**src/rtl/mem_stage_access_unit.sv**
```systemverilog
// -----------------------------------------------------------------------------
// mem_stage_access_unit
//
// MEM pipeline stage. Consumes the EXE/MEM register outputs, performs loads
// and stores against an external data memory over a req/ack handshake, and
// produces the MEM/WB register contents for write-back. While an access is
// outstanding the upstream pipeline is held through MemStall.
//
// A word access with addr[1:0] != 0 is squashed and flagged when ALIGN_CHECK
// is set. An access that sees no DMemAck within TIMEOUT_CYCLES cycles is
// aborted and flagged, and its register write is suppressed.
//
// Ports
//   clk, rst            clock (rising edge), synchronous active-high reset
//   EXE_MEM_Result      ALU result, also the memory address for loads/stores
//   EXE_MEM_Rt          store data
//   EXE_MEM_DstReg      destination register
//   EXE_MEM_MemRead     load
//   EXE_MEM_MemWrite    store (wins when MemRead is also set)
//   EXE_MEM_MemtoReg    write-back selects memory data
//   EXE_MEM_RegWrite    write-back writes the register file
//   DMemReq/We/Addr/WData   registered request to data memory
//   DMemRData, DMemAck  read data and one-cycle completion pulse
//   MemStall            combinational hold request to PC/IF/ID/EXE and EXE/MEM
//   MEM_WB_*            MEM/WB pipeline register
//   MemAlignErr         one-cycle pulse after a misaligned access
//   MemTimeoutErr       one-cycle pulse after an aborted access
//
// State table
//   state   | meaning
//   --------+-------------------------------------------------------------
//   IDLE    | no access outstanding; ALU ops pass straight to MEM/WB
//   REQ     | DMemReq asserted, waiting for DMemAck or the timeout
//   DONE    | access finished; MEM/WB captures the held op, pipeline moves
// -----------------------------------------------------------------------------
module mem_stage_access_unit #(
   parameter int unsigned TIMEOUT_CYCLES = 16,
   parameter bit          ALIGN_CHECK    = 1'b1
) (
   input  logic        clk,
   input  logic        rst,

   input  logic [31:0] EXE_MEM_Result,
   input  logic [31:0] EXE_MEM_Rt,
   input  logic [4:0]  EXE_MEM_DstReg,
   input  logic        EXE_MEM_MemRead,
   input  logic        EXE_MEM_MemWrite,
   input  logic        EXE_MEM_MemtoReg,
   input  logic        EXE_MEM_RegWrite,

   output logic        DMemReq,
   output logic        DMemWe,
   output logic [31:0] DMemAddr,
   output logic [31:0] DMemWData,
   input  logic [31:0] DMemRData,
   input  logic        DMemAck,

   output logic        MemStall,

   output logic [31:0] MEM_WB_ReadData,
   output logic [31:0] MEM_WB_Result,
   output logic [4:0]  MEM_WB_DstReg,
   output logic        MEM_WB_MemtoReg,
   output logic        MEM_WB_RegWrite,

   output logic        MemAlignErr,
   output logic        MemTimeoutErr
);

   typedef enum logic [1:0] {
      ST_IDLE = 2'd0,
      ST_REQ  = 2'd1,
      ST_DONE = 2'd2
   } state_e;

   // Counter value on which a still-unacknowledged request is abandoned.
   localparam logic [7:0] TMO_LAST = 8'(TIMEOUT_CYCLES - 1);

   state_e      state_q,     state_d;
   logic [7:0]  tmo_cnt_q,   tmo_cnt_d;
   logic        abort_q,     abort_d;

   logic        req_q,       req_d;
   logic        we_q,        we_d;
   logic [31:0] addr_q,      addr_d;
   logic [31:0] wdata_q,     wdata_d;

   logic [31:0] rd_data_q,   rd_data_d;
   logic [31:0] result_q,    result_d;
   logic [4:0]  dst_q,       dst_d;
   logic        m2r_q,       m2r_d;
   logic        rw_q,        rw_d;

   logic        align_err_q, align_err_d;
   logic        tmo_err_q,   tmo_err_d;

   logic        mem_stall;
   logic        memop;
   logic        mis;

   assign memop = EXE_MEM_MemRead | EXE_MEM_MemWrite;
   assign mis   = ALIGN_CHECK && memop && (EXE_MEM_Result[1:0] != 2'b00);

   always_comb begin
      state_d     = state_q;
      tmo_cnt_d   = tmo_cnt_q;
      abort_d     = abort_q;
      req_d       = req_q;
      we_d        = we_q;
      addr_d      = addr_q;
      wdata_d     = wdata_q;
      rd_data_d   = rd_data_q;
      result_d    = result_q;
      dst_d       = dst_q;
      m2r_d       = m2r_q;
      rw_d        = rw_q;
      align_err_d = 1'b0;
      tmo_err_d   = 1'b0;
      mem_stall   = 1'b0;

      unique case (state_q)
         ST_IDLE: begin
            if (mis) begin
               // Squashed access: bubble into MEM/WB, no memory traffic.
               rw_d        = 1'b0;
               m2r_d       = 1'b0;
               align_err_d = 1'b1;
            end else if (memop) begin
               mem_stall = 1'b1;
               req_d     = 1'b1;
               we_d      = EXE_MEM_MemWrite;
               addr_d    = {EXE_MEM_Result[31:2], 2'b00};
               wdata_d   = EXE_MEM_Rt;
               tmo_cnt_d = 8'd0;
               rw_d      = 1'b0;
               m2r_d     = 1'b0;
               state_d   = ST_REQ;
            end else begin
               result_d = EXE_MEM_Result;
               dst_d    = EXE_MEM_DstReg;
               m2r_d    = EXE_MEM_MemtoReg;
               rw_d     = EXE_MEM_RegWrite;
            end
         end

         ST_REQ: begin
            mem_stall = 1'b1;
            rw_d      = 1'b0;
            m2r_d     = 1'b0;
            if (DMemAck) begin
               // we_q is clear only for pure loads; stores leave ReadData alone.
               if (!we_q) begin
                  rd_data_d = DMemRData;
               end
               req_d   = 1'b0;
               state_d = ST_DONE;
            end else if (tmo_cnt_q == TMO_LAST) begin
               req_d     = 1'b0;
               tmo_err_d = 1'b1;
               abort_d   = 1'b1;
               state_d   = ST_DONE;
            end else begin
               tmo_cnt_d = tmo_cnt_q + 8'd1;
            end
         end

         ST_DONE: begin
            // The op is still on the EXE/MEM inputs; capture it now while the
            // pipeline advances. Returning to IDLE on the same edge keeps it
            // from being issued a second time.
            result_d = EXE_MEM_Result;
            dst_d    = EXE_MEM_DstReg;
            m2r_d    = EXE_MEM_MemtoReg;
            rw_d     = EXE_MEM_RegWrite & ~EXE_MEM_MemWrite & ~abort_q;
            abort_d  = 1'b0;
            state_d  = ST_IDLE;
         end

         default: begin
            state_d = ST_IDLE;
         end
      endcase
   end

   always_ff @(posedge clk) begin
      if (rst) begin
         state_q     <= ST_IDLE;
         tmo_cnt_q   <= 8'd0;
         abort_q     <= 1'b0;
         req_q       <= 1'b0;
         we_q        <= 1'b0;
         addr_q      <= 32'd0;
         wdata_q     <= 32'd0;
         rd_data_q   <= 32'd0;
         result_q    <= 32'd0;
         dst_q       <= 5'd0;
         m2r_q       <= 1'b0;
         rw_q        <= 1'b0;
         align_err_q <= 1'b0;
         tmo_err_q   <= 1'b0;
      end else begin
         state_q     <= state_d;
         tmo_cnt_q   <= tmo_cnt_d;
         abort_q     <= abort_d;
         req_q       <= req_d;
         we_q        <= we_d;
         addr_q      <= addr_d;
         wdata_q     <= wdata_d;
         rd_data_q   <= rd_data_d;
         result_q    <= result_d;
         dst_q       <= dst_d;
         m2r_q       <= m2r_d;
         rw_q        <= rw_d;
         align_err_q <= align_err_d;
         tmo_err_q   <= tmo_err_d;
      end
   end

   assign DMemReq         = req_q;
   assign DMemWe          = we_q;
   assign DMemAddr        = addr_q;
   assign DMemWData       = wdata_q;
   assign MemStall        = mem_stall;
   assign MEM_WB_ReadData = rd_data_q;
   assign MEM_WB_Result   = result_q;
   assign MEM_WB_DstReg   = dst_q;
   assign MEM_WB_MemtoReg = m2r_q;
   assign MEM_WB_RegWrite = rw_q;
   assign MemAlignErr     = align_err_q;
   assign MemTimeoutErr   = tmo_err_q;

endmodule

```
**config.mk**
```make
export PLATFORM = sky130hd
export DESIGN_NAME = mem_stage_access_unit
export DESIGN_NICKNAME = d
export VERILOG_FILES = /design/src/rtl/mem_stage_access_unit.sv
export SDC_FILE = /design/constraint.sdc
export NUM_CORES = 1
export LEC_CHECK = 0
export CORE_MARGIN = 2
export CORE_UTILIZATION = 39
export CTS_BUF_LIST = sky130_fd_sc_hd__clkbuf_4
export DETAILED_ROUTE_END_ITERATION = 16
export GPL_TIMING_DRIVEN = 1
export HOLD_SLACK_MARGIN = 0.03
export MAX_ROUTING_LAYER = met4
export PLACE_DENSITY = 0.9
export SLEW_MARGIN = 30
export SYNTH_ARGS = -nofsm -noshare
export SYNTH_HDL_FRONTEND = slang
export SYNTH_SLANG_ARGS = --single-unit
```
**constraint.sdc**
```tcl
create_clock -name clk -period 1.6 [get_ports clk]
set_input_delay 0.16 -clock clk [delete_from_list [all_inputs] [get_ports clk]]
set_output_delay 0.16 -clock clk [all_outputs]
set_load 0.02 [all_outputs]
```
---- After elaboration in Yosys (flattened, before gate mapping) ----
Index checks and enable logic that the tools add are counted.
W data, S select, Z words.
cells by class
  $add $sub $neg .......................... 1
  equal/unequal tests ..................... 10
  multiplexer cells ....................... 35
  bitwise logic cells ..................... 9
  reductions and logical operators ........ 16
operators with widths
  cell                   count
  $mux W32               2
  $pmux W32 S2           1
  $mux W8                4
  $pmux W8 S2            1
  $reduce_and A3 Y1      5
  $mux W1                14
  $ne A2 B2 Y1 const B   6
  $mux W5                2
  $pmux W5 S2            1
  $add A8 B1 Y8 const B  1
  $eq A8 B4 Y1 const B   1
  $mux W2                4
  $reduce_bool A2 Y1     4
  $not A1 Y1             6
  $pmux W1 S2            3
  $pmux W1 S3            2
  $reduce_and A5 Y1      1
  $pmux W2 S2            1
  $reduce_and A4 Y1      1
  $ne A3 B3 Y1 const B   1
  $reduce_bool A3 Y1     1
  $reduce_or A3 Y1       1
  $and A1 B1 Y1          2
  $eq A2 B1 Y1 const B   1
  other kinds (5)        5
word-level totals
  register bits ........................... 148
  output and inout port bits .............. 140

---- Depth between registers and ports, before layout ----
Gate-level depths: netlist of run 1.
  depth after elaboration ................. 4
  mapped depth ............................ 8

---- Worst setup path before layout of run 1 ----
No wires, ideal clock.
  kind .................................... register to register
  start ................................... register state_q[0]
  end ..................................... register result_q[10] (netlist: MEM_WB_Result[10])
  setup time .............................. 0.132 ns
  arrival time ............................ 1.463 ns
  data required time ...................... 1.468 ns
  path slack .............................. 0.005 ns
  cell stages (with the launch flop) ...... 9
  buffers on the path ..................... 3
  period minus slack after synthesis ...... 1.595 ns
  cells stage by stage .................... dfxtp_1 inv_1 ha_1 buf_2 mux2_2 buf_4 buf_2 nand2_1 a21oi_1
on the way
  longest elaborated chain between the ends .. 3
  elaborated cells between the ends (all ways) .. 7
ends and longest elaborated chain
  what                                                                 line  source
  from (decl)                                                          79    state_e state_q, state_d;
  from (signal assigned)                                               202   state_q <= state_d;
  $eq A2 B2 Y1 / $logic_not A2 Y1 (equally long branches)              121   unique case (state_q)
  $reduce_bool A2 Y1 (no line) / $ne A2 B2 Y1 (equally long branches)  n/a
  $reduce_and A3 Y1 (no line)                                          n/a
  to (signal assigned)                                                 210   result_q <= result_d;
  to (decl)                                                            89    logic [31:0] result_q, result_d;
Several ways; a longest one is shown, not always the timed one.
A chain may end at the register's enable or synchronous reset.

---- Worst setup path in the final report of run 1 ----
  start ................................... register state_q[0]
  end ..................................... register result_q[30] (netlist: MEM_WB_Result[30])
The elaborated chain is that of the path after synthesis.

==> impl_metrics.prom, run 1 <==
# TYPE chip_impl_metric gauge
chip_impl_metric{name="routed-wl-met3",unit="microns"} 1960
chip_impl_metric{name="dpl.hpwl",unit="microns"} 12300
chip_impl_metric{name="netlist_instances",unit=""} 689
chip_impl_metric{name="worst_hold_path.num_cells",unit=""} 3
chip_impl_metric{name="power.static_leakage",unit="uW"} 0.00454
chip_impl_metric{name="report.power.total",unit="uW"} 8580
chip_impl_metric{name="synth.distinct_cells",unit=""} 51
chip_impl_metric{name="grt_pass1_wl",unit="microns"} 28400
chip_impl_metric{name="antenna_cells",unit=""} 0
chip_impl_metric{name="post_synth.cell_area_avg",unit="sq um"} 8.02
chip_impl_metric{name="final_layout_size_suffix_gt1_share",unit="%"} 32.7
chip_impl_metric{name="timing.critical_path.buf_inv",unit=""} 6
chip_impl_metric{name="detail_route.wirelength",unit="microns"} 22300
chip_impl_metric{name="synth_enable_flop_cells",unit=""} 0
chip_impl_metric{name="cts_sinks",unit=""} 148
chip_impl_metric{name="finalWeightedCongestion",unit=""} 0.810
chip_impl_info{name="synth_area_leader_cell",value="dfxtp_1"} 1
chip_impl_metric{name="critPathMaxStageDelay",unit="ns"} 0.38
chip_impl_metric{name="sequential_share_of_the_synthesized_area",unit="%"} 53.6
chip_impl_metric{name="floorplan.core_area",unit="sq mm"} 0.0139
chip_impl_metric{name="routed_len_inst",unit="microns"} 18.7
chip_impl_info{name="synth.most_common_cell",value="nand2_1"} 1
chip_impl_metric{name="worst-r2r-cell-count",unit=""} 10
chip_impl_info{name="timing_worst_setup_path_type",value="reg2reg"} 1
chip_impl_metric{name="reg2reg_slack",unit="ns"} -0.18
chip_impl_info{name="violations",value="negative setup slack"} 1
chip_impl_metric{name="setup_viol",unit=""} 106
chip_impl_metric{name="start_util",unit="%"} 39.8
chip_impl_metric{name="maximum_capacitance_violations",unit=""} 0
chip_impl_info{name="cp_common_cell",value="buf_6"} 1
chip_impl_metric{name="remaining_drc_errors",unit=""} 0
chip_impl_metric{name="drt-pass1-iter-count",unit=""} 5
chip_impl_info{name="status",value="finished with violations"} 1
chip_impl_metric{name="met2_wirelength",unit="microns"} 11300
chip_impl_metric{name="final_period_minus_worst_setup_slack",unit="ns"} 1.78
chip_impl_metric{name="worst-path-max-fanout",unit=""} 7
chip_impl_metric{name="cts_inserted_buffers",unit=""} 17
chip_impl_metric{name="number_of_register_bits_inferred_by_synthesis",unit=""} 148
chip_impl_metric{name="finalWorstSetupSlack",unit="ns"} -0.181
chip_impl_metric{name="synth_top_cell_area_share",unit="%"} 53.6
chip_impl_metric{name="timing_max_transition_violations_final",unit=""} 0
chip_impl_info{name="post_synth_most_frequent_cells",value="nand2_1 (275), dfxtp_1 (148), a21oi_1 (136), buf_2 (21), clkbuf_1 (21)"} 1
chip_impl_metric{name="drt-vias-per-instance",unit=""} 5.21
chip_impl_metric{name="ioPinCount",unit=""} 248
chip_impl_info{name="worst_path_cell_chain",value="inv_2 -> ha_4 -> buf_6 -> buf_8 -> buf_6 -> mux2i_4 -> buf_6 -> buf_16 -> nand2_4 -> a21oi_2"} 1
chip_impl_metric{name="grt_start_max_net_pins",unit=""} 65
chip_impl_metric{name="port-buffer-count",unit=""} 245
chip_impl_metric{name="die_w",unit="microns"} 123
chip_impl_metric{name="power.density_cell_area",unit="mW/mm^2"} 835
chip_impl_metric{name="fp.dieH",unit="microns"} 123
chip_impl_info{name="cp-start-kind",value="flop"} 1
chip_impl_metric{name="placementRows",unit=""} 43
chip_impl_metric{name="max-clock-path-buffers",unit=""} 2
chip_impl_metric{name="clkSlewWorstSetupHoldPaths",unit="ns"} 0.14
chip_impl_info{name="rsz0062_at_grt",value="true"} 1
chip_impl_metric{name="clock_skew",unit="ns"} 0.0208
chip_impl_metric{name="worst_skew_pair.late_latency",unit="ns"} 0.56
chip_impl_metric{name="total_track_usage",unit="%"} 25.2
chip_impl_info{name="min_path_type",value="in2reg"} 1
chip_impl_metric{name="crit_cells",unit=""} 10
chip_impl_info{name="worst_path_max_delay_cell",value="dfxtp_2"} 1
chip_impl_metric{name="worst_ir_drop_vdd",unit="uV"} 548
chip_impl_metric{name="route.vias.total",unit=""} 6196
chip_impl_info{name="synth-main-ff-cell",value="dfxtp_1"} 1
chip_impl_metric{name="pre_cts_ws",unit="ns"} -0.453
chip_impl_metric{name="setup_total_negative_slack",unit="ns"} -9.45
chip_impl_metric{name="number_of_antenna_violations_at_the_first_check_in_global_routing",unit=""} 0
chip_impl_metric{name="routedLengthMet1",unit="microns"} 8280
chip_impl_metric{name="final.period_utilization",unit="%"} 111
chip_impl_metric{name="finish.net_count",unit=""} 1110
chip_impl_info{name="tritoncts",value="done"} 1
chip_impl_metric{name="crit_path_required_time",unit="ns"} 2.08
chip_impl_info{name="highest_layer",value="met4"} 1
chip_impl_metric{name="fmax",unit="MHz"} 561
chip_impl_metric{name="via_count_of_the_first_global_routing_pass",unit=""} 5707
chip_impl_info{name="critical-path-top-delay-family",value="buffers and inverters"} 1
chip_impl_metric{name="worst_ep_arrival_time",unit="ns"} 2.26
chip_impl_metric{name="drt.antenna.violating_nets",unit=""} 0
chip_impl_info{name="endpoint_kind",value="flop"} 1
chip_impl_metric{name="timing_hold_violations_final",unit=""} 0
chip_impl_metric{name="synth_area",unit="sq mm"} 0.00553
chip_impl_info{name="clock_tree.root_cell",value="clkbuf_4"} 1
chip_impl_metric{name="synth-warning-count",unit=""} 0
chip_impl_metric{name="clock_tree.htree_level_count",unit=""} 4
chip_impl_metric{name="dr.first_iter.drc_count",unit=""} 329
chip_impl_info{name="yosys-top-cells-area",value="dfxtp_1 (54%), nand2_1 (19%), a21oi_1 (12%)"} 1
chip_impl_metric{name="dieArea",unit="sq mm"} 0.0151
chip_impl_metric{name="globalRouteOverflowTotal",unit=""} 0
chip_impl_metric{name="areaGrowthSynthToFinish",unit="%"} 85.9
chip_impl_metric{name="synth-async-reset-ratio",unit="%"} 0
routing by layer:
metal  track usage (%)  up-vias
met5                 -        -
met4              9.66        0
met3              9.04       59
met2              42.2      289
met1              27.4     2941
li1                  -     2907
state kept, by name (all words and copies together), names as in the netlist, 2 cells and up:
name and count:
MEM_WB_DstReg 5, tmo_cnt_q 8, DMemAddr 30, state_q 2, MEM_WB_Result 32, DMemWData 32
MEM_WB_ReadData 32
through the flow:
stage,util (%),std cells,area [sq um],hold slack [ns]
finish,74.0,1190,10300,0.142
global route,74.0,1190,10300,0.0905
CTS,67.5,1177,9370,0.0762
detailed placement,60.9,1117,8450,0.444
global placement,60.9,1117,8450,0.437
floorplan,-,690,5530,0.296
placed cells by master, fill, tap and decap left out, types with 5 or more instances in the layout:
cell type / instances
a21oi_1: 56
a21oi_2: 80
buf_12: 14
buf_16: 5
buf_4: 49
buf_6: 14
buf_8: 5
clkbuf_4: 18
clkdlybuf4s50_1: 106
dfxtp_1: 142
dfxtp_2: 6
dlygate4sd2_1: 135
nand2_1: 186
nand2_2: 22
nand2_4: 67
nand3_1: 6
nor2_1: 6
cell type report:
| class | count | area, sq um |
|---|---|---|
| clock buffers | 18 | 135 |
| clock inverters | 14 | 200 |
| fillers | 964 | 3610 |
| inverters | 5 | 18.8 |
| multi-input cells | 489 | 3320 |
| flip-flops and latches | 148 | 2970 |
| well taps | 180 | 225 |
| repair buffers | 336 | 3400 |
power breakdown:
group          leakage [uW]  switching (uW)  internal [uW]
registers           0.00121            99.2           3840
clock network      0.000166            1470           1280
logic               0.00316             998            897
final timing paths:
kind                     from           endpoint
max reg2reg        state_q[0]  MEM_WB_Result[30]
max                state_q[0]  MEM_WB_Result[30]
min            EXE_MEM_Rt[15]      DMemWData[15]
min reg2reg  MEM_WB_Result[1]   MEM_WB_Result[1]
worst register-to-register path, delay by kind of cell, from the launching register on:
kind | cells | cell delay [ns]
compound gates | 1 | 0.15
buf+inv | 6 | 0.74
flops | 1 | 0.38
fa+ha+maj | 1 | 0.17
simple gates | 1 | 0.05
mux | 1 | 0.22
cell families (layout without fill, tap and decap cells):
logic type | Yosys count | after routing | synth area share [%]
and+or+nand+nor | 315 | 315 | 23.2
AOI/OAI and AO/OA | 165 | 165 | 17.1
DFF | 148 | 148 | 53.6
buffers and inverters | 53 | 373 | 4.42
adders and majority gates | 5 | 5 | 1.13
muxes | 2 | 2 | 0.453
other | 1 | 2 | 0.0679
timing repair:
item / in CTS / in global routing
endpoints found under the hold margin: 15 / 0
gates cloned: 10 / 7
hold buffers: 1 / 0
resized for setup: 234 / 222
setup endpoints to repair: 250 / 115
buffers inserted: 18 / 13
pin swaps: 28 / 129
Note: power is estimated with default switching activity, not from simulation.
==> inputs of run 2 (changes only) <==
--- a/config.mk
+++ b/config.mk
@@ -9,6 +9,7 @@
 export CORE_UTILIZATION = 39
 export CTS_BUF_LIST = sky130_fd_sc_hd__clkbuf_4
 export DETAILED_ROUTE_END_ITERATION = 16
+export GPL_ROUTABILITY_DRIVEN = 0
 export GPL_TIMING_DRIVEN = 1
 export HOLD_SLACK_MARGIN = 0.03
 export MAX_ROUTING_LAYER = met4
==> run 2 against run 1 <==
Compared with the run above:
- the flow still finishes with violations (negative setup slack)
- non-clock buffer count decreased by 32
- clock skew increased by 0.00075 ns
- combinational power down 24%
- clock-buffer cell count increased by 1
- critical endpoint is now tmo_cnt_q[7]
- highest routed layer unchanged
==> impl_metrics.prom, run 2 (synthesized netlist as in run 1, its figures left out) <==
# TYPE chip_impl_metric gauge
chip_impl_info{name="status",value="finished with violations"} 1
chip_impl_info{name="violations",value="negative setup slack"} 1
chip_impl_metric{name="worst_ep_arrival_time",unit="ns"} 2.04
chip_impl_info{name="cp-start-kind",value="flop"} 1
chip_impl_metric{name="postLayoutCoreUtil",unit="%"} 64.3
chip_impl_metric{name="cts_inserted_buffers",unit=""} 17
chip_impl_info{name="worstReg2RegStart",value="state_q[0]"} 1
chip_impl_info{name="tritoncts",value="done"} 1
chip_impl_metric{name="fmax",unit="MHz"} 616
chip_impl_metric{name="clock_tree.htree_level_count",unit=""} 4
chip_impl_info{name="clock_tree.root_cell",value="clkbuf_4"} 1
chip_impl_metric{name="setup_viol",unit=""} 8
chip_impl_metric{name="grt_start_max_net_pins",unit=""} 85
chip_impl_metric{name="worst_skew_pair.late_latency",unit="ns"} 0.52
chip_impl_metric{name="number_of_antenna_violations_at_the_first_check_in_global_routing",unit=""} 0
chip_impl_metric{name="drt.antenna.violating_nets",unit=""} 0
chip_impl_metric{name="timing_max_transition_violations_final",unit=""} 0
chip_impl_metric{name="crit_path_required_time",unit="ns"} 2.02
chip_impl_metric{name="route.vias.total",unit=""} 5741
chip_impl_metric{name="start_util",unit="%"} 39.8
chip_impl_metric{name="drt-pass1-iter-count",unit=""} 5
chip_impl_metric{name="finalWorstSetupSlack",unit="ns"} -0.0225
chip_impl_metric{name="final.period_utilization",unit="%"} 101
chip_impl_info{name="min_path_type",value="in2reg"} 1
chip_impl_metric{name="cts_sinks",unit=""} 148
chip_impl_metric{name="dpl.hpwl",unit="microns"} 12300
chip_impl_metric{name="via_count_of_the_first_global_routing_pass",unit=""} 5485
chip_impl_metric{name="worst_hold_path.num_cells",unit=""} 3
chip_impl_metric{name="total_track_usage",unit="%"} 23.2
chip_impl_info{name="r2r-end",value="tmo_cnt_q[7]"} 1
chip_impl_info{name="rsz0062_at_grt",value="true"} 1
chip_impl_metric{name="remaining_drc_errors",unit=""} 0
chip_impl_metric{name="maximum_capacitance_violations",unit=""} 0
chip_impl_metric{name="clkSlewWorstSetupHoldPaths",unit="ns"} 0.13
chip_impl_metric{name="layout.cell_area.non_filler",unit="sq mm"} 0.00892
chip_impl_metric{name="worst-path-max-fanout",unit=""} 7
chip_impl_metric{name="max-clock-path-buffers",unit=""} 2
chip_impl_metric{name="placedInstanceArea",unit="sq mm"} 0.00844
chip_impl_metric{name="power.static_leakage",unit="uW"} 0.00383
chip_impl_metric{name="drt-vias-per-instance",unit=""} 4.96
chip_impl_metric{name="power.density_cell_area",unit="mW/mm^2"} 854
chip_impl_metric{name="dr.first_iter.drc_count",unit=""} 255
chip_impl_metric{name="finalNonFillerCells",unit=""} 1157
chip_impl_info{name="timing_worst_setup_path_type",value="reg2reg"} 1
chip_impl_info{name="worst_setup_path_startpoint",value="state_q[0]"} 1
chip_impl_metric{name="final_period_minus_worst_setup_slack",unit="ns"} 1.62
chip_impl_metric{name="port-buffer-count",unit=""} 245
chip_impl_metric{name="placementRows",unit=""} 43
chip_impl_metric{name="finish.net_count",unit=""} 1078
chip_impl_metric{name="final_layout_size_suffix_gt1_share",unit="%"} 14.8
chip_impl_metric{name="timing_hold_violations_final",unit=""} 0
chip_impl_metric{name="detail_route.wirelength",unit="microns"} 17800
chip_impl_info{name="layout_commonest_cell",value="nand2_1"} 1
chip_impl_metric{name="areaGrowthSynthToFinish",unit="%"} 61.5
chip_impl_metric{name="worst_ir_drop_vdd",unit="uV"} 676
chip_impl_metric{name="clock_skew",unit="ns"} 0.0215
chip_impl_info{name="endpoint_kind",value="flop"} 1
chip_impl_metric{name="grt_pass1_wl",unit="microns"} 26700
chip_impl_info{name="timing.critical_path.to",value="tmo_cnt_q[7]"} 1
chip_impl_metric{name="ioPinCount",unit=""} 248
chip_impl_metric{name="fill_cells",unit=""} 1206
chip_impl_metric{name="setup_total_negative_slack",unit="ns"} -0.0538
chip_impl_metric{name="die_w",unit="microns"} 123
chip_impl_metric{name="fp.dieH",unit="microns"} 123
chip_impl_info{name="layout_common_cells",value="nand2_1 (271), dfxtp_1 (142), dlygate4sd2_1 (137)"} 1
chip_impl_metric{name="worst-r2r-cell-count",unit=""} 6
chip_impl_metric{name="floorplan.core_area",unit="sq mm"} 0.0139
chip_impl_metric{name="dieArea",unit="sq mm"} 0.0151
chip_impl_metric{name="antenna_cells",unit=""} 0
chip_impl_metric{name="globalRouteOverflowTotal",unit=""} 0
chip_impl_metric{name="dpl.cell_count",unit=""} 1114
chip_impl_metric{name="routed_len_inst",unit="microns"} 15.4
chip_impl_metric{name="reg2reg_slack",unit="ns"} -0.02
run 2: changes by cell type in the layout (fill, tap and decap cells not counted), moves of 3 or more:
cell	before	now
nand2_4	67	1
buf_4	49	37
a21oi_1	56	122
nand2_1	186	271
buf_16	5	1
buf_6	14	10
buf_12	14	6
nand2_2	22	3
clkinv_2	0	3
a21oi_2	80	14
run 2: how the worst min path moves through the flow:
stage	from	to	slack, ns
CTS	EXE_MEM_Rt[31]	DMemWData[31]	0.12
global placement	MEM_WB_DstReg[3]	MEM_WB_DstReg[3]	0.44
global route	EXE_MEM_Rt[14]	DMemWData[14]	0.11
finish	EXE_MEM_Rt[31]	DMemWData[31]	0.17
floorplan	EXE_MEM_Result[31]	DMemAddr[31]	0.30
detailed placement	MEM_WB_Result[25]	MEM_WB_Result[25]	0.44
run 2: area by class of cell:
cell class	count	area (sq um)	area share [%]
Sequential cell	148	2970	33.3
Multi-Input combinational cell	489	2510	28.2
Inverter	5	21.3	0.238
Tap cell	180	225	2.52
Clock buffer	19	143	1.60
Clock inverter	12	131	1.47
Timing Repair Buffer	304	2920	32.7
run 2: worst max-delay path: stages, from the launching register on:
cell      delay (ns)
dfxtp_2         0.35
buf_6           0.12
ha_4            0.17
buf_4           0.17
nand2b_2        0.26
a221oi_2        0.35
o32ai_2         0.11
run 2: timing repair:
action | 4_1_cts | 5_1_grt
gates resized for setup | 163 | 49
cloned | 2 | 2
hold endpoints to repair | 3 | 0
hold buffers | 1 | 0
setup buffers | 8 | 2
pin swaps | 6 | 6
endpoints found under the setup margin | 261 | 145
run 2: layer usage:
metal | vias to the layer above | global-route usage [%] | part of all wire (%)
met5 | - | - | 0
met4 | 0 | 8.10 | 2.3
met3 | 34 | 8.12 | 9.1
met2 | 226 | 37.6 | 48
met1 | 2659 | 26.8 | 41
li1 | 2822 | - | -
run 2: per-stage QoR:
| step | setup WS, ns | power [uW] | hold WS (ns) |
|---|---|---|---|
| final | -0.0225 | 7620 | 0.169 |
| after global routing | -0.0852 | 7980 | 0.110 |
| after CTS | -0.127 | 7630 | 0.118 |
| after detailed placement | -0.439 | 5400 | 0.444 |
| after global placement | -0.426 | 5370 | 0.437 |
| after floorplan | 0.00460 | 4590 | 0.296 |
run 2: report_power, final:
part | leakage (uW) | total (uW) | internal [uW] | switching, uW
logic | 0.00249 | 1430 | 671 | 755
registers | 0.00121 | 3910 | 3840 | 71.7
clock network | 0.000141 | 2290 | 956 | 1330
total | 0.00383 | 7620 | 5460 | 2160
